<file path="src/rtl/shift_in_word.sv">
`default_nettype none
// ============================================================================
// Module      : shift_in_word
// Description : Serial-to-parallel operand collector. After a start request,
//               accepts WIDTH qualified serial bits (x_valid strobe), then
//               presents the word on a held output register with a done flag
//               (fx) that the consumer clears with ack.
//               Optional macro SHIFT_IN_PARITY_EN: one extra even-parity bit
//               is collected after the data bits and checked into parity_err.
// Revision    : 1.0 - initial release
// ============================================================================
module shift_in_word #(
  parameter int WIDTH     = 12,
  parameter int MSB_FIRST = 1
) (
  input  logic             clk,
  input  logic             reset,
  input  logic             start,
  input  logic             x_in,
  input  logic             x_valid,
  input  logic             ack,
  output logic [WIDTH-1:0] x_parallel,
  output logic             fx,
  output logic             busy,
  output logic             parity_err
);

  localparam int CW = $clog2(WIDTH + 2);

`ifdef SHIFT_IN_PARITY_EN
  // Data bits followed by one parity bit
  localparam int NBITS = WIDTH + 1;
`else
  localparam int NBITS = WIDTH;
`endif

  // Counter value at which the incoming accepted bit is the final one
  localparam logic [CW-1:0] LAST_CNT = CW'(NBITS - 1);

  typedef enum logic [1:0] {
    IDLE  = 2'd0,
    SHIFT = 2'd1,
    DONE  = 2'd2
  } state_t;

  state_t           state;
  logic [WIDTH-1:0] shreg;
  logic [CW-1:0]    bit_cnt;

  logic [WIDTH-1:0] shifted;
  logic [WIDTH-1:0] done_word;
  logic             done_perr;

  // Shift register next value with x_in inserted according to bit order
  generate
    if (MSB_FIRST != 0) begin : g_msb_first
      assign shifted = {shreg[WIDTH-2:0], x_in};
    end else begin : g_lsb_first
      assign shifted = {x_in, shreg[WIDTH-1:1]};
    end
  endgenerate

`ifdef SHIFT_IN_PARITY_EN
  // The final bit is parity: the data is already complete in shreg, and the
  // even-parity check covers the data bits plus the incoming parity bit.
  assign done_word = shreg;
  assign done_perr = ^{shreg, x_in};
`else
  // The final bit is data: the completed word includes it.
  assign done_word = shifted;
  assign done_perr = 1'b0;
`endif

  // Control FSM, shift datapath and registered outputs
  always_ff @(posedge clk or posedge reset) begin
    if (reset) begin
      state      <= IDLE;
      shreg      <= '0;
      bit_cnt    <= '0;
      x_parallel <= '0;
      fx         <= 1'b0;
      busy       <= 1'b0;
      parity_err <= 1'b0;
    end else begin
      case (state)
        IDLE: begin
          // x_valid and ack have no effect here
          if (start) begin
            state   <= SHIFT;
            shreg   <= '0;
            bit_cnt <= '0;
            busy    <= 1'b1;
          end
        end

        SHIFT: begin
          // start aborts the partial word; a bit presented with start is dropped
          if (start) begin
            shreg   <= '0;
            bit_cnt <= '0;
          end else if (x_valid) begin
            if (bit_cnt == LAST_CNT) begin
              x_parallel <= done_word;
              parity_err <= done_perr;
              fx         <= 1'b1;
              busy       <= 1'b0;
              bit_cnt    <= '0;
              state      <= DONE;
            end else begin
              shreg   <= shifted;
              bit_cnt <= bit_cnt + 1'b1;
            end
          end
        end

        DONE: begin
          // start takes priority over ack; the held word survives until the
          // next completion
          if (start) begin
            state   <= SHIFT;
            shreg   <= '0;
            bit_cnt <= '0;
            fx      <= 1'b0;
            busy    <= 1'b1;
          end else if (ack) begin
            state <= IDLE;
            fx    <= 1'b0;
          end
        end

        default: begin
          state <= IDLE;
          fx    <= 1'b0;
          busy  <= 1'b0;
        end
      endcase
    end
  end

endmodule
`default_nettype wire

</file>
<file path="config.mk">
export PLATFORM = sky130hd
export DESIGN_NAME = shift_in_word
export DESIGN_NICKNAME = d
export VERILOG_FILES = /design/src/rtl/shift_in_word.sv
export SDC_FILE = /design/constraint.sdc
export NUM_CORES = 1
export LEC_CHECK = 0
export BUFFER_PORTS_ARGS = -buffer_cell sky130_fd_sc_hd__buf_2
export CAP_MARGIN = 5
export CELL_PAD_IN_SITES_DETAIL_PLACEMENT = 2
export CELL_PAD_IN_SITES_GLOBAL_PLACEMENT = 2
export CORE_UTILIZATION = 39
export CTS_BUF_LIST = sky130_fd_sc_hd__clkbuf_8
export DETAILED_ROUTE_END_ITERATION = 6
export PLACE_DENSITY_LB_ADDON = 0.1
export SYNTH_ARGS = -nofsm -noshare
export SYNTH_HDL_FRONTEND = slang
export SYNTH_SLANG_ARGS = --single-unit
</file>
<file path="constraint.sdc">
create_clock -name clk -period 2.1 [get_ports clk]
set_input_delay 0.105 -clock clk [delete_from_list [all_inputs] [get_ports clk]]
set_output_delay 0.105 -clock clk [all_outputs]
set_load 0.01 [all_outputs]
</file>
==> Word level (Yosys, flattened, before mapping) <==
Cells that the tools add are included.
{ "op_classes": {"add_sub_neg": 1, "n_eq_ne": 11, "mux": 28, "bitwise": 2, "reduce_logical": 9} }
{ "op_table": {"columns": ["op", "count"], "rows": [
  ["2-to-1 mux 11 bit", 4],
  ["case mux 11 bit (2 select lines)", 1],
  ["2-to-1 mux 4 bit", 4],
  ["2-to-1 mux 2 bit", 6],
  ["AND reduction 4 bit", 3],
  ["AND reduction 5 bit", 2],
  ["2-to-1 mux 1 bit", 9],
  ["!= test 3 bit, second input constant", 3],
  ["!= test 2 bit, second input constant", 4],
  ["case mux 4 bit (2 select lines)", 1],
  ["case mux 2 bit (3 select lines)", 1],
  ["adder 4 x 1 -> 4 bit, second input constant", 1],
  ["== test 4 bit, second input constant", 1],
  ["case mux 1 bit (3 select lines)", 1],
  ["AND reduction 3 bit", 1],
  ["== test 2 x 1 -> 1 bit, second input constant", 1],
  ["== test 2 bit, second input constant", 1],
  ["logical NOT 2 bit", 1],
  ["!= test 2 x 1 -> 1 bit, second input constant", 1],
  ["NOT 1 bit", 2],
  ["case mux 1 bit (2 select lines)", 1],
  ["nonzero test 2 bit", 1],
  ["OR reduction 2 bit", 1]
]} }
{ "word_totals": {"register_bits": 31, "out_inout_bits": 15, "word_cells": 57} }

==> Longest topological paths before layout <==
Gate-level depths: netlist of run 1.
{ "depth": {"ltp_word": 5, "mapped_depth": 5} }

==> Least setup slack after synthesis of run 1 <==
OpenSTA, ideal clock, no wires.
{ "synth_path": {"kind": "register to register", "start": "register bit_cnt[0]", "end": "register shreg[0]", "setup_time_ps": 79, "arrival_time_ps": 1470, "setup_slack_ps": 551, "stages_incl_launch_ff": 6, "path_buffers": 1, "path_cell_list": "dfrtp_1 > ha_1 > and3b_1 > a211oi_2 > buf_4 > mux2i_1"} }
{ "synth_via": {"elab_chain_len": 3} }
{ "synth_lines": {"columns": ["item", "line_no", "text"], "rows": [
  ["start, declared", "48", "logic [CW-1:0] bit_cnt;"],
  ["start signal, assigned", "111", "bit_cnt <= bit_cnt + 1'b1;"],
  ["== test 4 bit", "102", "if (bit_cnt == LAST_CNT) begin"],
  ["!= test 3 bit (no line)", null, null],
  ["AND reduction 4 bit (no line)", null, null],
  ["end signal, assigned", "110", "shreg <= shifted;"],
  ["end, declared", "47", "logic [WIDTH-1:0] shreg;"]
]} }
Every way passes these cells.
A chain may end at the register's enable or synchronous reset.

==> Worst setup path in the final report of run 1 <==
{ "layout_path": {"start": "register bit_cnt[0]", "end": "register x_parallel[7]"} }
{ "layout_via": {"elab_chain_len": 2} }
{ "layout_lines": {"columns": ["item", "line_no", "text"], "rows": [
  ["== test 4 bit", "102", null],
  ["AND reduction 4 bit (no line)", null, null],
  ["end signal, assigned", "103", "x_parallel <= done_word;"],
  ["end, declared", "22", "output logic [WIDTH-1:0] x_parallel,"]
]} }
Every way passes these cells.

==> impl_results.md, run 1 <==
- Status: finished, final reports clean
- WL per Instance: 16.5 um
- Final GP Congestion: between 0.8 and 0.9
- Mux contribution to synthesized area: between 10% and 20%
- Synth unique cells: 33
- Largest family of logic cells by synthesized area: multiplexers
- Post-synthesis cell area: between 1000 and 1500 um^2
- I/O Buffers: 19
- Sink Count: 31
- Worst VDD drop: ~360 uV
- WL final: between 3000 and 4000 um
- Core area: roughly 3500 um^2
- FF-to-FF setup slack: roughly 0.26 ns
- Crit Path Category: reg2reg
- Worst r2r src: bit_cnt[0]$_DFFE_PP0P_
- Critical path origin: bit_cnt[0]$_DFFE_PP0P_
- DRC errors left: 0
- Mapped Cells: approximately 120
- Depth of the CTS H-tree: 2
- Dominant cell type by area after synthesis: dfrtp_1
- CTS Buf Count: 5
- R2R depth: 4
- Hold path startpoint: x_in
- Io pins: 21
- Final hold vios: 0
- CTS max path bufs: 2
- Simple-gate area share of the yosys netlist: a little under an eighth
- Clock slew at reported path FFs: ~0.070 ns
- CTS root buffer: clkbuf_8
- Ratio of cells with drive above 1 in the final layout: about a third
- Synth Area in XOR/XNOR: 0%
- WHS: ~0.07 ns
- Max Fclk: about 540 MHz
- Slew Limit Fails: 0
- Setup TNS Final: 0 ns
- Die H: around 63 um
- Ranking of synthesized cells by area: dfrtp_1 53%, mux2_4 9.2%, mux2i_1 7.5%
- Critical path fanouts, max: 13
- Postcts setup bufs: 0
- Leakage: between 0.9 and 1 nW
- DP Wirelength: 2210 um
- Synth Area in Compound Gates: under 10%
- Mean Syn Cell Area: 11.9 um^2
- Ys Warns: 0
- Post-synthesis adder-cell area fraction: less than 1%
- Sequential cell area fraction in the yosys report: between 50% and 60%
- Fill cell count: 386
- Crit path time final: between 1.5 and 2 ns
- Post-synth top area share: between 50% and 60%
- Starting Density: between 40% and 50%
- Critical Path RT: ~2.3 ns
- Largest net degree at the start of global routing: 32
- Final setup fails: 0
- GR Util All Layers: 19.2%
- Die width: roughly 63 um
- Max-Cap Viols: 0
- Syn nets: between 100 and 150
- Area growth syn-to-layout: 17.1%
- Final period util: 87.6%
- Slew @ Worst Pin: about 0.53 ns
- Setup crit start kind: flop
- Vias/cell: between 5 and 6
- Reg2reg end: x_parallel[7]$_DFFE_PP0P_
- Synthesized flop and latch total: 31
- Nets: around 150
- Slew HR: between 60% and 70%
- Clk_lat worst skew: between 0.2 and 0.3 ns
- First-pass GRT wire length: between 5000 and 6000 um
- Drt first-iter violations: 35
- Clock skew: 0.00330 ns
- CP endpoint: x_parallel[7]$_DFFE_PP0P_
- Initial antenna violation count: 0
- ANT nets after route: 0
- Cell row count: 21
- Total global routing overflow: 0
- Pwr dens: a little under 800 nW/um^2
- Hold Path Class: in2reg
- ANT cells: 0
- Die area: around 4000 um^2
- Worst setup EP type: flop
- Vias: approximately 1,000
- Vias in the first global route: ~1,100
- 1st-pass router iterations: 4
- Critical Path AT: approximately 2 ns
- RSZ-0062 raised after global routing: false
- CTS tree: done
## layer usage
metal  track usage, %  wire length (um)  vias up
li1                 -                 -      453
met1             23.3              1440      507
met2             32.1              1620       16
met3             5.98               105        3
met4             6.82                43        0
met5                0                 0        -
## how the worst min path moves through the flow
stage | cells past startpoint | end | slack, ns
2_1_floorplan | 1 | bit_cnt[0]$_DFFE_PP0P_ | 0.21
6_report | 2 | x_parallel[0]$_DFFE_PP0P_ | 0.07
3_5_place_dp | 3 | fx$_DFFE_PP0P_ | 0.21
3_3_place_gp | 3 | state[1]$_DFFE_PP0P_ | 0.20
5_1_grt | 3 | shreg[0]$_DFFE_PP0P_ | 0.07
4_1_cts | 2 | x_parallel[0]$_DFFE_PP0P_ | 0.06
## synth_stat cells, drive strengths merged
cell    instances
clkbuf          1
ha              1
nand4b          1
o21ai           4
conb            1
o22ai           1
nor2b           1
nor3            2
nand2b          2
nand2          13
buf             6
mux2           13
a21oi           5
inv            15
a311oi          1
a211oi          1
and3b           1
or3             2
dfrtp          31
or4             1
mux2i          11
nor3b           2
o31ai           2
nand3           2
and2            1
nor2            2
## worst max-delay path: stages, from the launching register on
cell and delay (ns):
dfrtp_1 0.40, ha_1 0.24, and3b_1 0.25, nand3_2 0.39
mux2_4 0.44
## what timing repair did
item / CTS / global route
resized for setup: 0 / 0
hold endpoints to repair: 31 / 0
hold buffers: 1 / 0
## cell families (layout without fill, tap and decap cells)
group | after synthesis | count (layout)
simple gates | 30 | 30
compound gates | 14 | 14
fa+ha+maj | 1 | 1
mux | 24 | 24
flops | 31 | 31
other cells | 1 | 1
buf+inv | 22 | 47
## stage by stage
| stage | instances | setup WS [ns] | cell area (um^2) | total power [mW] | utilization [%] |
|---|---|---|---|---|---|
| 2_1_floorplan | 123 | 0.551 | 1470 | 0.702 | - |
| 3_3_place_gp | 185 | 0.373 | 1590 | 0.725 | 45.8 |
| 3_5_place_dp | 185 | 0.293 | 1590 | 0.733 | 45.8 |
| 4_1_cts | 194 | 0.239 | 1720 | 1.36 | 49.5 |
| 5_1_grt | 194 | 0.146 | 1720 | 1.39 | 49.5 |
| 6_report | 194 | 0.259 | 1720 | 1.34 | 49.5 |
## placed cells by master (no fill, tap or decap), types with 3 or more instances in the layout
| cell type | count |
|---|---|
| mux2_2 | 4 |
| buf_2 | 19 |
| inv_1 | 15 |
| o21ai_0 | 3 |
| nand2_1 | 13 |
| mux2i_1 | 11 |
| dfrtp_1 | 31 |
| clkbuf_8 | 6 |
| a21oi_1 | 4 |
| buf_4 | 4 |
| mux2_4 | 9 |
## power breakdown
group	switching [mW]	total [mW]	leakage, nW	internal (mW)
Clock	0.237	0.620	0.0612	0.384
Combinational	0.0542	0.0923	0.427	0.0381
Sequential	0.0146	0.629	0.421	0.614
## registers in the layout, summed over array words and instances, names as in the netlist
| name | count |
|---|---|
| state | 2 |
| fx | 1 |
| busy | 1 |
| bit_cnt | 4 |
| x_parallel | 12 |
| shreg | 11 |
## final cells by class
class                   instances  area (um^2)  share of cell area [%]
repair buffers                 24          135                    7.88
flip-flops and latches         31          776                    45.2
clock buffers                   6         82.6                    4.81
clock inverters                 2         35.0                    2.04
inverters                      15         56.3                    3.28
multi-input cells              70          573                    33.4
well taps                      46         57.6                    3.36
No activity file was read; power rests on OpenSTA's default activity.
==> run 2, diff against run 1 <==
--- a/config.mk
+++ b/config.mk
@@ -12,4 +12,5 @@
 export CORE_UTILIZATION = 39
 export CTS_BUF_LIST = sky130_fd_sc_hd__clkbuf_8
+export CTS_CLUSTER_DIAMETER = 80
 export DETAILED_ROUTE_END_ITERATION = 6
 export PLACE_DENSITY_LB_ADDON = 0.1
==> constraint.sdc (replaced) <==
create_clock -name clk -period 2.1 [get_ports clk]
set_input_delay 0.315 -clock clk [delete_from_list [all_inputs] [get_ports clk]]
set_output_delay 0.315 -clock clk [all_outputs]
set_load 0.01 [all_outputs]
==> impl_results.md, run 2 (synthesis gave the netlist of run 1 again) <==
- Area growth syn-to-layout: 16.4%
- Sink Count: 31
- CTS tree: done
- Critical Path AT: 2.01 ns
- WL per Instance: about 17 um
- DRC errors left: 0
- Slew Limit Fails: 0
- Die H: roughly 63 um
- Io pins: 21
- Pwr dens: 786 nW/um^2
- Largest register by flop count: x_parallel
- Vias in the first global route: around 1,100
- CTS max path bufs: 2
- Status: finished, final reports clean
- Clock slew at reported path FFs: about 0.070 ns
- First-pass GRT wire length: roughly 5700 um
- Max Fclk: between 500 and 600 MHz
- DP Wirelength: 2210 um
- Final instance area: between 1500 and 2000 um^2
- Starting Density: a little over two fifths
- Total global routing overflow: 0
- Most frequent cells in the layout: 31 x dfrtp_1, 19 x buf_2, 15 x inv_1
- CP max stage cell: mux2_4
- Leakage: roughly 0.91 nW
- ANT nets after route: 0
- Cell row count: 21
- Largest net degree at the start of global routing: 32
- Post-DP Area: ~1600 um^2
- Delay-heaviest family, CP: simple AND/OR/NAND/NOR gates
- Critical Path RT: 2.27 ns
- Hold buffers post-CTS: 0
- CTS root buffer: clkbuf_8
- CP max stage delay: ~0.44 ns
- Setup TNS Final: 0 ns
- Critical path fanouts, max: 13
- RSZ-0062 raised after global routing: false
- Final hold vios: 0
- FF-to-FF setup slack: about 0.26 ns
- WL final: between 3000 and 4000 um
- Post-CTS sizing: 0
- Clock skew: approximately 0.0033 ns
- Die area: around 4000 um^2
- GR Util All Layers: between 10% and 20%
- Crit path cell chain: ha_1, and3b_1, nand3_2, mux2_4
- Worst setup EP type: flop
- Core area: 3470 um^2
- ANT cells: 0
- Setup crit start kind: flop
- Slew @ Worst Pin: about 0.53 ns
- Final period util: between 80% and 90%
- Slew HR: between 60 and 70%
- Final GP Congestion: around 0.81
- Max-Cap Viols: 0
- Worst VDD drop: approximately 360 uV
- Die width: 63.3 um
- I/O Buffers: 19
- Top flop regs: x_parallel (12), shreg (11), bit_cnt (4)
- Postcts setup bufs: 0
- 1st-pass router iterations: 4
- Initial antenna violation count: 0
- Vias: 975
- Hold Path Class: in2async
- Final setup fails: 0
- CTS Buf Count: 5
- Crit Path Category: reg2reg
- Bufs and invs on worst path: 0
- Nets: between 150 and 200
- Ratio of cells with drive above 1 in the final layout: 34.0%
- Crit path time final: approximately 1.8 ns
- Drt first-iter violations: 34
- Depth of the CTS H-tree: 2
- Clk_lat worst skew: 0.29 ns
- Max reg flops: 12
- Tot Pwr: 1.34 mW
- Vias/cell: 5.05
- WHS: around 0.10 ns
- Commonest non-fill, non-tap cell in the layout: dfrtp_1
[run 2: changes by cell type in the layout (fill, tap and decap cells not counted)]
| cell | before | now |
|---|---|---|
| dlygate4sd3_1 | 1 | 0 |
[run 2: per-stage QoR]
stage                     utilization, %  instances  worst slack, ns
final                               49.2        193            0.259
after global routing                49.2        193            0.146
after CTS                           49.2        193            0.239
after detailed placement            45.8        185            0.293
after global placement              45.8        185            0.373
after floorplan                        -        123            0.551
[run 2: worst paths after layout]
| check | from | endpoint | cells past startpoint |
|---|---|---|---|
| min | reset | state[1]$_DFFE_PP0P_ | 3 |
| max | bit_cnt[0]$_DFFE_PP0P_ | x_parallel[7]$_DFFE_PP0P_ | 4 |
| max in group asynchronous | reset | x_parallel[3]$_DFFE_PP0P_ | 3 |
| min reg2reg | x_parallel[10]$_DFFE_PP0P_ | x_parallel[10]$_DFFE_PP0P_ | 1 |
| max reg2reg | bit_cnt[0]$_DFFE_PP0P_ | x_parallel[7]$_DFFE_PP0P_ | 4 |
| min in group clk | x_in | x_parallel[0]$_DFFE_PP0P_ | 2 |
[run 2: cell type report]
type | count | area, um^2
clock buffers | 6 | 82.6
clock inverters | 2 | 35.0
fillers | 387 | 1760
inverters | 15 | 56.3
multi-input cells | 70 | 573
flip-flops and latches | 31 | 776
well taps | 46 | 57.6
repair buffers | 23 | 125
[run 2: worst reg2reg max path: stages (launching register included)]
cell and delay, ns:
dfrtp_1 0.40, ha_1 0.24, and3b_1 0.25, nand3_2 0.39, mux2_4 0.44
[run 2: report_power, final]
part           leakage (nW)  internal (mW)  total, mW  switching (mW)
Clock                0.0612          0.384      0.620           0.237
Combinational         0.422         0.0369     0.0909          0.0540
Sequential            0.421          0.614      0.629          0.0146
[run 2: metal layers]
| layer | part of all wire [%] | global-route usage (%) |
|---|---|---|
| met1 | 45 | 23.3 |
| met2 | 50 | 32.1 |
| met3 | 3.4 | 5.98 |
| met4 | 1.3 | 6.82 |
| met5 | 0 | 0 |
